**config.mk**
```make
export PLATFORM = sky130hd
export DESIGN_NAME = pp_final_adder_pipe
export DESIGN_NICKNAME = d
export VERILOG_FILES = /design/src/rtl/pp_final_adder_pipe.sv
export SDC_FILE = /design/constraint.sdc
export NUM_CORES = 1
export LEC_CHECK = 0
export BUFFER_PORTS_ARGS = -buffer_cell sky130_fd_sc_hd__buf_2
export CORE_ASPECT_RATIO = 1.4
export CORE_UTILIZATION = 50
export CTS_CLUSTER_SIZE = 12
export DETAILED_ROUTE_END_ITERATION = 6
export PLACE_DENSITY = 0.75
export SLEW_MARGIN = 20
export SYNTH_ARGS = -nofsm -noshare
export SYNTH_HDL_FRONTEND = slang
export SYNTH_SLANG_ARGS = --single-unit
```
**constraint.sdc**
```tcl
create_clock -name clk -period 5.5 [get_ports clk]
set_clock_uncertainty 0.05 [all_clocks]
set_input_delay 0.825 -clock clk [delete_from_list [all_inputs] [get_ports clk]]
set_output_delay 0.825 -clock clk [all_outputs]
set_load 0.01 [all_outputs]
```
**src/rtl/pp_final_adder_pipe.sv**
```systemverilog
// -----------------------------------------------------------------------------
// pp_final_adder_pipe
//
// Carry-propagate adder that follows the signed 8x8 Wallace-tree compressor.
// It adds the redundant sum and carry rows into the final two's-complement
// product, modulo 2^WIDTH. The add is split into two registered halves so that
// no cycle contains more than one half-width add:
//   stage 1 : low LO_W bits are added; the carry-out and both high halves are
//             registered.
//   stage 2 : high halves plus the registered carry form the upper result bits.
// Both sides use a valid/ready handshake. A slot is refilled in the same cycle
// that it drains, so the pipe sustains one result per cycle.
//
// Optional build macro: PP_FINAL_ADDER_ZERO_FLAG_EN
//   When defined, the block adds a registered prod_zero output. It is set when
//   the whole result is zero and it moves and holds together with prod.
// -----------------------------------------------------------------------------
module pp_final_adder_pipe #(
    parameter int WIDTH = 16,
    parameter int LO_W  = 8
) (
    input  logic             clk,
    input  logic             rstn,
    input  logic             in_valid,
    output logic             in_ready,
    input  logic [WIDTH-1:0] pp0,
    input  logic [WIDTH-1:0] pp1,
    output logic             out_valid,
    input  logic             out_ready,
    output logic [WIDTH-1:0] prod
`ifdef PP_FINAL_ADDER_ZERO_FLAG_EN
    ,
    output logic             prod_zero
`endif
);

    localparam int HI_W = WIDTH - LO_W;

    // Stage 1 registers: low-half sum, its carry-out, and both high halves.
    logic             s1_valid_q, s1_valid_d;
    logic             c1_q,       c1_d;
    logic [LO_W-1:0]  lo_q,       lo_d;
    logic [HI_W-1:0]  hi0_q,      hi0_d;
    logic [HI_W-1:0]  hi1_q,      hi1_d;

    // Stage 2 registers: the finished product.
    logic             s2_valid_q, s2_valid_d;
    logic [WIDTH-1:0] prod_q,     prod_d;
`ifdef PP_FINAL_ADDER_ZERO_FLAG_EN
    logic             zero_q,     zero_d;
`endif

    // Handshake and datapath intermediates.
    logic             adv1;
    logic             adv2;
    logic             accept;
    logic [LO_W:0]    lo_sum;
    logic [HI_W-1:0]  hi_sum;

    // Stall control: a stage may move when its successor is empty or moving.
    // in_ready depends only on state, out_ready and rstn, never on in_valid.
    always_comb begin
        adv2     = !s2_valid_q || out_ready;
        adv1     = !s1_valid_q || adv2;
        in_ready = adv1 && rstn;
        accept   = in_valid && in_ready;
    end

    // Half-width adders: low half with carry-out, high half with carry-in.
    // The high-half carry-out falls off the end, giving the modulo-2^WIDTH sum.
    always_comb begin
        lo_sum = {1'b0, pp0[LO_W-1:0]} + {1'b0, pp1[LO_W-1:0]};
        hi_sum = hi0_q + hi1_q + HI_W'(c1_q);
    end

    // Stage 1 next state: valid follows the input when the stage moves;
    // data loads only on an actual accept so it is never overwritten by junk.
    always_comb begin
        // NOTE: every variable gets a hold-value default first, so no path
        // through this block leaves an output unassigned and no latch is inferred.
        s1_valid_d = s1_valid_q;
        c1_d       = c1_q;
        lo_d       = lo_q;
        hi0_d      = hi0_q;
        hi1_d      = hi1_q;
        if (adv1) begin
            s1_valid_d = in_valid;
        end
        if (accept) begin
            {c1_d, lo_d} = lo_sum;
            hi0_d        = pp0[WIDTH-1:LO_W];
            hi1_d        = pp1[WIDTH-1:LO_W];
        end
    end

    // Stage 2 next state: when the output slot moves it takes stage 1's
    // contents, or becomes a bubble if stage 1 is empty; data holds otherwise.
    always_comb begin
        s2_valid_d = s2_valid_q;
        prod_d     = prod_q;
`ifdef PP_FINAL_ADDER_ZERO_FLAG_EN
        zero_d     = zero_q;
`endif
        if (adv2) begin
            s2_valid_d = s1_valid_q;
            if (s1_valid_q) begin
                prod_d = {hi_sum, lo_q};
`ifdef PP_FINAL_ADDER_ZERO_FLAG_EN
                zero_d = (hi_sum == '0) && (lo_q == '0);
`endif
            end
        end
    end

    // Pipeline registers with synchronous active-low reset that empties both
    // stages and clears all data, discarding anything in flight.
    always_ff @(posedge clk) begin
        // NOTE: non-blocking assignments make every register sample the
        // pre-edge values, so the two stages shift together without ordering races.
        if (!rstn) begin
            s1_valid_q <= 1'b0;
            c1_q       <= 1'b0;
            lo_q       <= '0;
            hi0_q      <= '0;
            hi1_q      <= '0;
            s2_valid_q <= 1'b0;
            prod_q     <= '0;
`ifdef PP_FINAL_ADDER_ZERO_FLAG_EN
            zero_q     <= 1'b0;
`endif
        end else begin
            s1_valid_q <= s1_valid_d;
            c1_q       <= c1_d;
            lo_q       <= lo_d;
            hi0_q      <= hi0_d;
            hi1_q      <= hi1_d;
            s2_valid_q <= s2_valid_d;
            prod_q     <= prod_d;
`ifdef PP_FINAL_ADDER_ZERO_FLAG_EN
            zero_q     <= zero_d;
`endif
        end
    end

    // Outputs come straight from stage 2 registers.
    always_comb begin
        out_valid = s2_valid_q;
        prod      = prod_q;
`ifdef PP_FINAL_ADDER_ZERO_FLAG_EN
        prod_zero = zero_q;
`endif
    end

endmodule

```
Word level (Yosys, flattened, before mapping)
Index checks and enable logic that the tools add are counted.
{"block": "word_totals", "elab_cells": 17, "out_inout_bits": 18, "input_bits": 36, "register_bits": 43}
{"block": "op_classes", "n_addsub": 3, "reduce_logical": 7}
{"operator": "adder 8 x 8 -> 9 bit", "count": 1}
{"operator": "adder 8 x 1 -> 8 bit", "count": 1}
{"operator": "adder 8 bit", "count": 1}
{"operator": "logical AND 1 bit", "count": 2}
{"operator": "logical NOT 1 bit", "count": 2}
{"operator": "logical OR 1 bit", "count": 2}
{"operator": "AND reduction 2 bit", "count": 1}

Longest topological paths before layout
{"block": "depth", "word_depth": 5, "ltp_mapped": 7, "mapped_depth_nobuf": 7}

Worst setup path after synthesis
OpenSTA, ideal clock, no wires.
{"block": "synth_timing", "path_type": "input port to flip-flop", "from": "input port pp0[0]", "to": "register c1_q", "cell_stages": 6, "path_buffers": 0, "required_time_ns": 5.325, "arrival_time_ns": 2.293, "setup_ns": 0.125, "slack_ns": 3.032, "path_cell_list": "ha_1 -> fa_1 -> a211oi_2 -> o21ai_0 -> and3_1 -> o41a_1"}
{"block": "synth_between", "elab_chain_len": 1}
{"item": "start: declaration", "line": "26", "text": "input logic [WIDTH-1:0] pp0,"}
{"item": "adder 8 x 8 -> 9 bit", "line": "72", "text": "lo_sum = {1'b0, pp0[LO_W-1:0]} + {1'b0, pp1[LO_W-1:0]};"}
{"item": "end signal: assignment", "line": "122", "text": "c1_q <= 1'b0;"}
{"item": "end signal: assignment", "line": "133", "text": "c1_q <= c1_d;"}
{"item": "end: declaration", "line": "41", "text": "logic c1_q, c1_d;"}
No other way between the ends.
A chain may end at the register's enable or synchronous reset.

Worst setup path after layout
{"block": "layout_timing", "from": "input port rstn", "to": "output port in_ready"}
{"block": "layout_between", "elab_chain_len": 1}
{"item": "start: declaration", "line": "23", "text": "input logic rstn,"}
{"item": "logical AND 1 bit", "line": "65", "text": "in_ready = adv1 && rstn;"}
{"item": "end: declaration", "line": "25", "text": "output logic in_ready,"}
No other way between the ends.

==> impl_metrics.py <==
metrics = {
    "finish": {
        "areaGrowthSynthToFinish_pct": 14.9,
        "n_antenna_cell": 0,
        "final_cell_count_no_fill": 377,
        "nets": 369,
        "drive_gt1_frac": 0.205,
    },
    "detailed_routing": {
        "wirelength_mm": 4.56,
        "vias_per_cell": 5.40,
        "drt_iter0_drc": 48,
        "remaining_drc_errors": 0,
        "wl_per_cell_um": 12.1,
        "drt_pre_antenna_iters": 4,
        "drt.antenna.violating_nets": 0,
        "vias": 2036,
    },
    "synthesis": {
        "ys.flop_type": "dfxtp_1",
        "ys_types": 50,
        "ys_seq_area_frac": 0.377,
        "ys_ff_latch": 43,
        "postSynth.asyncResetShare": 0,
        "synth_area_leaders": "dfxtp_1, nand2_1, ha_1",
        "synth_edf_count": 0,
        "syn-num-nets": 323,
        "netlist_area_sq_um": 2280,
        "synth_commonest_cells": "nand2_1, dfxtp_1, nand3_1, ha_1, o21ai_0",
        "syn_area_per_cell_sq_um": 8.45,
        "synth_top_area_share": 0.377,
        "post-synth-top-count-cell": "nand2_1",
        "yosys_warnings": 0,
        "synth_cells": 270,
        "synth_area_leader_cell": "dfxtp_1",
    },
    "clock_tree": {
        "h-tree-depth": 2,
        "clk-insertion-delay-late_ns": 0.30,
        "ctsResizeCount": 0,
        "path_clk_slew_ns": 0.07,
        "ctsHoldBuffers": 0,
        "root_buffer": "clkbuf_8",
        "cts_tree": "done",
        "post_cts_buffers": 0,
        "clock-sinks": 43,
        "numCtsBuffers": 5,
        "clock_path_buffers": 2,
    },
    "global_routing": {
        "grt_pass1_vias": 1892,
        "grt_max_degree": 55,
        "grt.total_usage": 0.210,
        "grt_pass1_wl_mm": 7.85,
        "overflow": 0,
        "antenna_found_initial": 0,
    },
    "place": {
        "hpwl_mm": 3.38,
        "gp_congestion": 0.821,
        "io_buffers": 53,
        "place_inst": 369,
    },
    "critical_path": {
        "r2r-start": "c1_q",
        "path_class": "input pin to primary output",
        "crit_family": "buffers and inverters",
        "worstSetupEndpointType": "primary output",
        "cpMostUsedCell": "buf_2",
        "critPathLaunch": "rstn",
        "required_ns": 4.62,
        "cp_slowest_cell": "buf_2",
        "crit_fanout": 54,
        "crit_arrival_ns": 1.80,
        "critPathLaunchType": "input pin",
        "crit_chain": "buf_2, and2_1, buf_2",
        "crit_buf_inv": 2,
        "cpPeakStageDelay_ns": 0.63,
    },
    "floorplan": {
        "design.die.area_sq_um": 4840,
        "ios": 54,
        "core_area_sq_um": 4310,
        "die_w_um": 59.1,
        "fp-row-count": 28,
        "die_height_um": 81.9,
        "initial_utilization": 0.529,
    },
    "pwr": {
        "p_seq_frac": 0.522,
        "ir_drop_uv": 143,
        "p_per_area_nw_per_um2": 255,
        "sw_frac_of_total": 0.280,
        "p_clk_frac": 0.286,
        "p_sw_w": 0.000187,
        "p_leak_nw": 1.24,
        "pwr-share-comb": 0.192,
        "cell_internal_pwr_w": 0.000481,
    },
    "timing": {
        "maxSlewHeadroom": 0.447,
        "setup_viol": 0,
        "period_needed_ns": 2.67,
        "fin_crit_sh": 0.486,
        "worstMarginPinSlew_ns": 0.829,
        "slew_violations": 0,
        "hold_viol": 0,
        "setup_tns_ns": 0,
        "rsz0062_at_grt": "false",
        "fmax_mhz": 374,
    },
    "hold_path": {
        "hold_start": "lo_q[0]",
        "holdCritPathClass": "flip-flop to flip-flop",
    },
    "outcome": {
        "status": "finished, final reports clean",
    },
    "run": {
        "cap_violations": 0,
    },
}
==> power by group through the flow <==
| stage | clock network [W] | logic [W] | registers (W) |
|---|---|---|---|
| final | 0.000191 | 0.000128 | 0.000349 |
| after global routing | 0.000209 | 0.000146 | 0.000352 |
| after CTS | 0.000196 | 0.000129 | 0.000349 |
| after detailed placement | 0 | 0.000128 | 0.000356 |
| after global placement | 0 | 0.000126 | 0.000356 |
| after floorplan | 0 | 0.0000912 | 0.000356 |
==> logic make-up (layout without fill, tap and decap cells) <==
logic type,Yosys count,after routing,synth area share
AO/OA/AOI/OAI,58,58,0.188
XOR/XNOR,3,3,0.0115
AND/OR/NAND/NOR,127,127,0.269
flip-flops,43,43,0.377
buffers and inverters,21,68,0.0472
multiplexers,1,1,0.00439
adder cells (fa/ha/maj),17,17,0.103
==> worst register-to-register path, cell delays in order, from the launching register on <==
cell and delay [ns]:
dfxtp_1 0.33, fa_1 0.46, a211oi_1 0.34, o21ai_0 0.22, a2111oi_0 0.43, nor3b_1 0.09
==> registers in the layout, summed over array words and instances, names as in the netlist <==
name        flops
lo_q            8
prod           16
c1_q            1
out_valid       1
s1_valid_q      1
hi0_q           8
hi1_q           8
==> final timing paths <==
check                  end  slack [ns]  cells after the start
hold reg to reg    lo_q[0]        0.41                      2
hold / removal     lo_q[0]        0.41                      2
setup reg to reg  prod[15]        3.46                      5
setup / recovery  in_ready        2.83                      3
==> layout by cell type (no fill, tap or decap), types with 3 or more instances in the layout <==
| master | count |
|---|---|
| nor2_1 | 8 |
| o21ai_0 | 13 |
| dfxtp_1 | 43 |
| nand2_1 | 65 |
| nor2b_1 | 3 |
| buf_2 | 53 |
| and3_1 | 3 |
| and2_1 | 3 |
| fa_1 | 3 |
| ha_1 | 14 |
| a21boi_0 | 12 |
| a211oi_1 | 5 |
| nor3_1 | 3 |
| nand4_1 | 5 |
| nand3_1 | 24 |
| a21o_1 | 4 |
| inv_1 | 7 |
| a21oi_1 | 4 |
| clkbuf_8 | 5 |
==> per-layer routing <==
metal | global-route usage | vias up | share of wire
met5 | 0 | - | 0
met4 | 0.0976 | 0 | 0.018
met3 | 0.0331 | 5 | 0.036
met2 | 0.369 | 58 | 0.48
met1 | 0.245 | 929 | 0.47
li1 | - | 1044 | -
==> per-stage QoR <==
step | instance area [sq um] | util | worst slack (ns) | power (W) | hold slack, ns
2_1_floorplan | 2280 | - | 3.03 | 0.000447 | 0.384
3_3_place_gp | 2540 | 0.589 | 2.71 | 0.000481 | 0.394
3_5_place_dp | 2540 | 0.589 | 2.63 | 0.000484 | 0.400
4_1_cts | 2620 | 0.608 | 2.81 | 0.000674 | 0.413
5_1_grt | 2620 | 0.608 | 2.71 | 0.000707 | 0.432
6_report | 2620 | 0.608 | 2.83 | 0.000668 | 0.409
==> final cells by class <==
type / instances / area (sq um)
inverter: 7 / 26.3
timing repair buffer: 53 / 265
fill: 406 / 1690
multi-input combinational: 206 / 1310
sequential: 43 / 861
clock buffer: 7 / 76.3
tap: 60 / 75.1
clock inverter: 1 / 5.00
Note: power is estimated with default switching activity, not from simulation.
